**src/rtl/unidad_control_pila_pkg.sv**
```systemverilog
// Shared types and constants for the multi-cycle control unit and its return-address stack.
package unidad_control_pila_pkg;

    localparam int unsigned CLASS_W = 4;
    localparam int unsigned ALU3_W  = 3;

    typedef enum logic [1:0] {
        FETCH = 2'b00,
        EXEC  = 2'b01,
        HALT  = 2'b10,
        ERR   = 2'b11
    } estado_t;

    localparam logic [CLASS_W-1:0] CL_J    = 4'b1100;
    localparam logic [CLASS_W-1:0] CL_JZ   = 4'b1101;
    localparam logic [CLASS_W-1:0] CL_CALL = 4'b1110;
    localparam logic [CLASS_W-1:0] CL_SYS  = 4'b1111;

    localparam logic [1:0] SUB_RET = 2'b00;

    // ALU selects used by the four immediate classes 0000..0011
    localparam logic [ALU3_W-1:0] ALU_IMM0 = 3'b000;
    localparam logic [ALU3_W-1:0] ALU_IMM1 = 3'b010;
    localparam logic [ALU3_W-1:0] ALU_IMM2 = 3'b011;
    localparam logic [ALU3_W-1:0] ALU_IMM3 = 3'b110;

endpackage

```
**src/rtl/unidad_control_pila_retorno.sv**
```systemverilog
// LIFO of return addresses; only the pointer is reset, entries are don't-care after reset.
module pila_retorno #(
    parameter int unsigned PC_W        = 10,
    parameter int unsigned STACK_DEPTH = 4,
    localparam int unsigned SP_W       = $clog2(STACK_DEPTH + 1)
) (
    input  logic            reloj,
    input  logic            reset,
    input  logic            push,
    input  logic            pop,
    input  logic [PC_W-1:0] din,
    output logic [PC_W-1:0] top,
    output logic [SP_W-1:0] sp,
    output logic            full,
    output logic            empty
);

    localparam int unsigned IDX_W = (STACK_DEPTH > 1) ? $clog2(STACK_DEPTH) : 1;

    logic [PC_W-1:0] mem [STACK_DEPTH];

    assign full  = (sp == SP_W'(STACK_DEPTH));
    assign empty = (sp == '0);
    assign top   = empty ? '0 : mem[IDX_W'(sp - SP_W'(1))];

    always_ff @(posedge reloj) begin
        if (!reset) begin
            sp <= '0;
        end else if (push && !full) begin
            sp <= sp + SP_W'(1);
        end else if (pop && !empty) begin
            sp <= sp - SP_W'(1);
        end
    end

    always_ff @(posedge reloj) begin
        if (push && !full) begin
            mem[IDX_W'(sp)] <= din;
        end
    end

endmodule

```
**src/rtl/unidad_control_pila.sv**
```systemverilog
// Fetch/execute control unit with jumps, CALL/RET on an internal stack, and sticky HALT/ERR.
module unidad_control_pila
    import unidad_control_pila_pkg::*;
#(
    parameter int unsigned OPCODE_W    = 6,
    parameter int unsigned ALUOP_W     = 3,
    parameter int unsigned PC_W        = 10,
    parameter int unsigned STACK_DEPTH = 4,
    localparam int unsigned SP_W       = $clog2(STACK_DEPTH + 1)
) (
    input  logic                reloj,
    input  logic                reset,
    input  logic [OPCODE_W-1:0] opcode,
    input  logic                instr_valid,
    input  logic                zero,
    input  logic [PC_W-1:0]     pc_plus1,
    output logic                pc_en,
    output logic                s_inc,
    output logic                s_ret,
    output logic                s_inm,
    output logic                we3,
    output logic                wez,
    output logic [ALUOP_W-1:0]  op,
    output logic [PC_W-1:0]     ret_addr,
    output logic [SP_W-1:0]     sp,
    output logic                halted,
    output logic                err
);

    estado_t               state;
    estado_t               state_next;
    logic [OPCODE_W-1:0]   ir;
    logic [CLASS_W-1:0]    cls;
    logic [1:0]            sub;
    logic [ALU3_W-1:0]     op_base;
    logic                  push;
    logic                  pop;
    logic                  full;
    logic                  empty;

    assign cls = ir[OPCODE_W-1 -: CLASS_W];
    assign sub = ir[1:0];
    assign op  = ALUOP_W'(op_base);

    // Bits between class and sub-field carry no meaning for this unit
    if (OPCODE_W > 6) begin : g_mid
        logic unused_mid;
        assign unused_mid = ^ir[OPCODE_W-5:2];
    end

    // State and instruction register
    always_ff @(posedge reloj) begin
        if (!reset) begin
            state <= FETCH;
            ir    <= '0;
        end else begin
            state <= state_next;
            if (state == FETCH && instr_valid) begin
                ir <= opcode;
            end
        end
    end

    // Next-state logic; stack faults and HALT are terminal until reset
    always_comb begin
        state_next = state;
        case (state)
            FETCH: begin
                if (instr_valid) begin
                    state_next = EXEC;
                end
            end
            EXEC: begin
                state_next = FETCH;
                if (cls == CL_CALL && full) begin
                    state_next = ERR;
                end else if (cls == CL_SYS) begin
                    if (sub != SUB_RET) begin
                        state_next = HALT;
                    end else if (empty) begin
                        state_next = ERR;
                    end
                end
            end
            default: state_next = state;
        endcase
    end

    // Output decode; strobes are only live in EXEC
    always_comb begin
        pc_en   = 1'b0;
        s_inc   = 1'b0;
        s_ret   = 1'b0;
        s_inm   = 1'b0;
        we3     = 1'b0;
        wez     = 1'b0;
        op_base = '0;
        push    = 1'b0;
        pop     = 1'b0;
        halted  = 1'b0;
        err     = 1'b0;
        case (state)
            EXEC: begin
                if (cls <= 4'd3) begin
                    pc_en = 1'b1;
                    s_inc = 1'b1;
                    s_inm = 1'b1;
                    we3   = 1'b1;
                    wez   = 1'b1;
                    case (cls[1:0])
                        2'd0:    op_base = ALU_IMM0;
                        2'd1:    op_base = ALU_IMM1;
                        2'd2: begin
                            op_base = ALU_IMM2;
                            we3     = 1'b0;
                        end
                        default: op_base = ALU_IMM3;
                    endcase
                end else if (cls < CL_J) begin
                    pc_en   = 1'b1;
                    s_inc   = 1'b1;
                    we3     = 1'b1;
                    wez     = 1'b1;
                    op_base = ALU3_W'(cls - 4'd4);
                end else begin
                    case (cls)
                        CL_J:  pc_en = 1'b1;
                        CL_JZ: begin
                            pc_en = 1'b1;
                            s_inc = ~zero;
                        end
                        CL_CALL: begin
                            pc_en = ~full;
                            push  = ~full;
                        end
                        default: begin
                            if (sub == SUB_RET) begin
                                s_ret = 1'b1;
                                pc_en = ~empty;
                                pop   = ~empty;
                            end
                        end
                    endcase
                end
            end
            HALT:    halted = 1'b1;
            ERR:     err    = 1'b1;
            default: ;
        endcase
    end

    pila_retorno #(
        .PC_W        (PC_W),
        .STACK_DEPTH (STACK_DEPTH)
    ) u_pila (
        .reloj (reloj),
        .reset (reset),
        .push  (push),
        .pop   (pop),
        .din   (pc_plus1),
        .top   (ret_addr),
        .sp    (sp),
        .full  (full),
        .empty (empty)
    );

endmodule

```
**config.mk**
```make
export PLATFORM = sky130hd
export DESIGN_NAME = unidad_control_pila
export DESIGN_NICKNAME = d
export VERILOG_FILES = /design/src/rtl/unidad_control_pila_pkg.sv /design/src/rtl/unidad_control_pila_retorno.sv /design/src/rtl/unidad_control_pila.sv
export SDC_FILE = /design/constraint.sdc
export NUM_CORES = 1
export LEC_CHECK = 0
export ABC_AREA = 1
export BUFFER_PORTS_ARGS = -buffer_cell sky130_fd_sc_hd__buf_4
export CORE_UTILIZATION = 59
export CTS_CLUSTER_DIAMETER = 200
export DETAILED_ROUTE_END_ITERATION = 16
export PLACE_DENSITY = 0.84
export SYNTH_ARGS = -nofsm -noshare
export SYNTH_HDL_FRONTEND = slang
export SYNTH_HIERARCHICAL = 1
export SYNTH_SLANG_ARGS = --single-unit
```
**constraint.sdc**
```tcl
create_clock -name reloj -period 4.4 [get_ports reloj]
set_clock_uncertainty 0.1 [all_clocks]
set_input_delay 0.44 -clock reloj [delete_from_list [all_inputs] [get_ports reloj]]
set_output_delay 0.44 -clock reloj [all_outputs]
set_load 0.05 [all_outputs]
```
Yosys cells after proc, flatten, opt, wreduce, memory -nomap -nowiden
Memory sizes are Yosys's and may differ from the RTL's.
Cells that the tools add are included.
{"block": "totals", "reg_bits": 11, "mem_bits_rw": 40, "inputBits": 20, "out_inout_bits": 24, "wordCells": 86, "n_memories": 1}
{"name": "u_pila.mem", "words": 4, "word_bits": 10, "read_ports": 1, "rd_clocked_by_memory_dff": 0, "write_ports": 1, "line": "unidad_control_pila_retorno.sv:20", "text": "logic [PC_W-1:0] mem [STACK_DEPTH];"}
{"block": "op_classes", "addsub": 3, "magnitude_cmp": 2, "eq_ne": 11, "muxes": 47, "bitwise_logic": 3, "reduce_logical": 16}
{"op": "$mux 1", "n": 33}
{"op": "$eq 4x4->1 const B", "n": 4}
{"op": "$mux 3", "n": 5}
{"op": "$mux 10", "n": 1}
{"op": "$mux 2", "n": 5}
{"op": "$pmux 3 s3", "n": 1}
{"op": "$eq 2x2->1 const B", "n": 3}
{"op": "$logic_not 2->1", "n": 3}
{"op": "$reduce_bool 2->1", "n": 3}
{"op": "$eq 2x1->1 const B", "n": 2}
{"op": "$le 4x2->1 const B", "n": 1}
{"op": "$logic_and 1x1->1", "n": 4}
{"op": "$lt 4x4->1 const B", "n": 1}
{"op": "$pmux 2 s2", "n": 1}
{"op": "$add 3x1->3 const B", "n": 1}
{"op": "$eq 3x3->1 const B", "n": 1}
{"op": "$logic_not 3->1", "n": 1}
{"op": "$not 1->1", "n": 3}
{"op": "$reduce_or 3->1", "n": 1}
{"op": "$sub 3x1->3 const B", "n": 1}
{"op": "$sub 3x3->3 const B", "n": 1}
{"op": "$logic_not 1->1", "n": 2}
{"op": "$ne 2x2->1 const B", "n": 1}
{"op": "$pmux 1 s2", "n": 1}
{"op": "other kinds (2)", "n": 2}

Depth between registers and ports, before layout
{"block": "logic_depth", "ltp_word": 10, "mapped_depth": 11, "depth_no_buf": 10}

Hierarchy
Netlist, hierarchy kept.
{"module": "pila_retorno", "n_inst": 1, "cells_each": 165, "area_each_um2": 1844.3, "seq_area_each_um2": 1261.2}
{"module": "unidad_control_pila", "n_inst": 1, "cells_each": 73, "area_each_um2": 486.7, "seq_area_each_um2": 160.2}

Worst setup path after synthesis
Ideal clock, no wire load.
{"block": "synth_path", "path_type": "flip-flop to output port", "start": "register u_pila.sp[0]", "end": "output ret_addr[0]", "arrival_ps": 2488, "required_ps": 3860, "slack_ps": 1372, "path_stages_with_launch": 8, "n_path_buf": 2, "path_cell_list": "dfxtp_1 > inv_2 > buf_2 > ha_1 > clkbuf_1 > nor2_1 > o21ai_1 > a21oi_1"}
{"block": "synth_between", "elab_chain_cells": 3, "word_cells_on_any_way": 4, "classes_between": "add/sub (1); mux (1); reduce/logical (1); memory (1)"}
{"element": "start, declared", "line": "unidad_control_pila_retorno.sv:13", "text": "output logic [SP_W-1:0] sp,"}
{"element": "start signal, assigned", "line": "unidad_control_pila_retorno.sv:30", "text": "sp <= sp + SP_W'(1);"}
{"element": "start signal, assigned", "line": "unidad_control_pila_retorno.sv:32", "text": "sp <= sp - SP_W'(1);"}
{"element": "$sub 3x1->3", "line": "unidad_control_pila_retorno.sv:24", "text": "assign top = empty ? '0 : mem[IDX_W'(sp - SP_W'(1))];"}
{"element": "$mem_v2 4x10"}
{"element": "$mux 10 *", "line": "unidad_control_pila_retorno.sv:24"}
{"element": "end, declared", "line": "unidad_control_pila.sv:24", "text": "output logic [PC_W-1:0] ret_addr,"}
Mark *: on every way between the ends. The rest lies on a longest branch, timed or not.

Final worst setup path
{"block": "layout_path", "start": "register u_pila.sp[0]", "end": "output ret_addr[1]"}
The elaborated chain is that of the path after synthesis.

==> key figures <==
Outcome
  • Status: finished, final reports clean

Yosys
  • Synth Area per Inst: 9.794 um2
  • Synth Instances: 238
  • Register area share after synthesis: 0.6098
  • Unique masters post-synth: 28
  • Asr flop ratio synth: 0
  • Post-synth EDFFs: 40
  • Synthesized Nets: 264
  • Main synth FF type: edfxtp_1
  • Synth warnings: 6
  • Register bit total from synthesis: 51
  • Synthesized cell area: 2331 um2
  • Post-synth top area share: 0.5153
  • Synth area leader: edfxtp_1
  • Top post-synthesis cells by area: edfxtp_1 (52%), nor2_1 (10%), dfxtp_1 (9.4%), a21oi_1 (3.9%), nand2_1 (3.7%)

Finish
  • Final Util: 0.7438
  • Commonest non-fill, non-tap cell in the layout: nor2_1
  • Layout Cells excl Fill: 331
  • Most frequent cells in the layout: nor2_1 (62), buf_4 (44), edfxtp_1 (40), nand2_1 (23), inv_1 (19)
  • Final instance area: 2764 um2
  • Ant diodes: 0
  • Synth-to-Final Area Change: 18.57%
  • Layout cells sized above 1: 0.2403
  • Final #Nets: 308

STA
  • Setup-failing EPs final: 0
  • RSZ-0062 raised after global routing: no
  • Slew of the pin with the lowest slew margin: 1.067 ns
  • Final Hold Viols: 0
  • Final worst path period need: 2.988 ns
  • Period utilization: 0.6790
  • Slew Limit Fails: 0
  • Relative slew margins: 0.2862
  • Fmax: 0.3347 GHz
  • Setup TNS: 0 ns

Power and ir drop
  • Final Total Pwr: 0.8845 mW
  • Internal: 0.6671 mW
  • Power Dens Cells: 320.0 nW/um2
  • VDD IR max: 0.3080 mV
  • Logic gate share of total power: 0.101
  • P_sw: 0.2174 mW
  • Clock power share: 0.300
  • Reg power frac: 0.599
  • Switching part of the total: 0.2458
  • Leakage: 1.131 nW

Placement
  • Placement Cell Area: 2676 um2
  • GPL Wtd Cong: 0.8127
  • I/O Buffers: 43
  • Placed Instances: 323
  • DP HPWL: 3.013 mm

GRT
  • Largest net degree at the start of global routing: 26
  • Antenna violations before repair: 0
  • Number of global-route vias before repair: 1581
  • GRT Total Usage: 0.2409
  • Remaining global-route overflow: 0
  • Global-route wire length before repair: 7.224 mm

Clocking
  • CTS tree: yes
  • Clk sinks: 51
  • Root Buffer: clkbuf_8
  • Clock transition at path regs: 0.09 ns
  • CTS buffer count: 5
  • Worst-skew pair later-pin latency: 0.31 ns
  • # hold bufs at CTS: 0
  • Post-CTS setup buffer count: 0
  • Post-CTS Resized: 0
  • # H-tree levels: 2
  • Buffers from clock root to sink, at most: 2

Die
  • Core area: 3716 um2
  • Die ar.: 4206 um2
  • Number of I/O pins: 44
  • Height of the die: 64.86 um
  • Num rows: 22
  • Initial core utilization: 0.6273
  • Die width: 64.86 um

Run
  • Max cap viols: 0

Routing
  • Post-DR vias/cell: 5.263
  • DRC violations left: 0
  • DR vias: 1742
  • DR WL/cell: 13.63 um
  • Final antenna-violating net count: 0
  • Final wirelength: 4.512 mm
  • DR iter-0 viols: 105
  • Drt pass-1 iters: 4

Worst setup path
  • Critical Path AT: 2.45 ns
  • Worst setup EP type: output port
  • Critical path class: flop to output port
  • Critical Path Start Type: flop
  • Critical path cell sequence: inv_2, ha_1, inv_1, nor2_1, o21ai_0, a21oi_1, buf_4
  • Worst-path maximum fanout: 25
  • Required @ worst endpoint: 3.86 ns
  • Critical path's slowest cell: ha_1
  • Max stage delay on crit path: 0.61 ns

Worst hold path
  • Hold WC Path Type: input pin to flop
critical path: cells and delay by family, from the launching register on:
family                     cells  cell delay, ns
and+or+nand+nor                1            0.15
buffers and inverters          3            0.73
adders and majority gates      1            0.61
DFF                            1            0.36
AOI/OAI and AO/OA              2            0.28
path summary, 6_finish.rpt:
path                                                start                          to  slack (ns)  cells after the start
worst max-delay path            u_pila/sp[0]$_SDFFE_PN0P_                 ret_addr[1]        1.41                      7
worst min-delay path                          pc_plus1[7]  u_pila/mem[3][7]$_DFFE_PP_        0.23                      1
worst max register to register  u_pila/sp[0]$_SDFFE_PN0P_  u_pila/mem[2][1]$_DFFE_PP_        1.58                      7
worst min register to register         ir[0]$_SDFFE_PN0P_          ir[0]$_SDFFE_PN0P_        0.39                      2
routing by layer:
layer | GRT usage | share of wire | vias to the layer above
met5 | 0 | 0 | -
li1 | - | - | 875
met1 | 0.3164 | 0.47 | 808
met4 | 0.1111 | 0.018 | 0
met3 | 0.06866 | 0.047 | 8
met2 | 0.3685 | 0.46 | 51
stage by stage:
step / hold WS (ns) / setup WS (ns)
after detailed placement: 0.3763 / 1.661
final: 0.2264 / 1.412
after floorplan: 0.3557 / 1.372
after global placement: 0.3695 / 1.735
after global routing: 0.2149 / 1.200
after CTS: 0.2142 / 1.401
power groups by stage:
stage | combinational (mW) | sequential (mW) | clock (mW)
after floorplan | 0.0560 | 0.540 | 0
after global placement | 0.0881 | 0.540 | 0
after detailed placement | 0.0894 | 0.541 | 0
after CTS | 0.0896 | 0.529 | 0.273
after global routing | 0.0970 | 0.530 | 0.288
final | 0.0893 | 0.529 | 0.266
state kept, by name, indices dropped and copies added (netlist names):
register	cells
u_pila/mem	40
ir	6
u_pila/sp	3
state	2
Yosys cell counts (2+ instances only):
cell type  number
a21oi_1        18
buf_2           2
buf_6           2
clkbuf_1        2
dfxtp_1        11
edfxtp_1       40
ha_1            6
inv_1          19
inv_2           5
nand2_1        23
nand2_2         2
nand3_1         5
nor2_1         62
nor2_2          2
o21ai_0        14
o21ai_1        13
kinds of logic (layout without fill, tap and decap cells):
group	after synthesis	in the layout	share of synthesized area
buffers and inverters	32	77	0.06066
flip-flops	51	51	0.6098
AO/OA/AOI/OAI	49	49	0.1106
adder cells (fa/ha/maj)	6	6	0.03221
AND/OR/NAND/NOR	100	100	0.1868
cell type report:
type	instances	area, um2
well taps	48	60.06
clock inverters	3	18.77
inverters	25	96.34
repair buffers	44	330.3
fillers	281	952.2
flip-flops and latches	51	1421
clock buffers	5	68.82
multi-input cells	155	768.2
No activity file was read; power rests on OpenSTA's default activity.
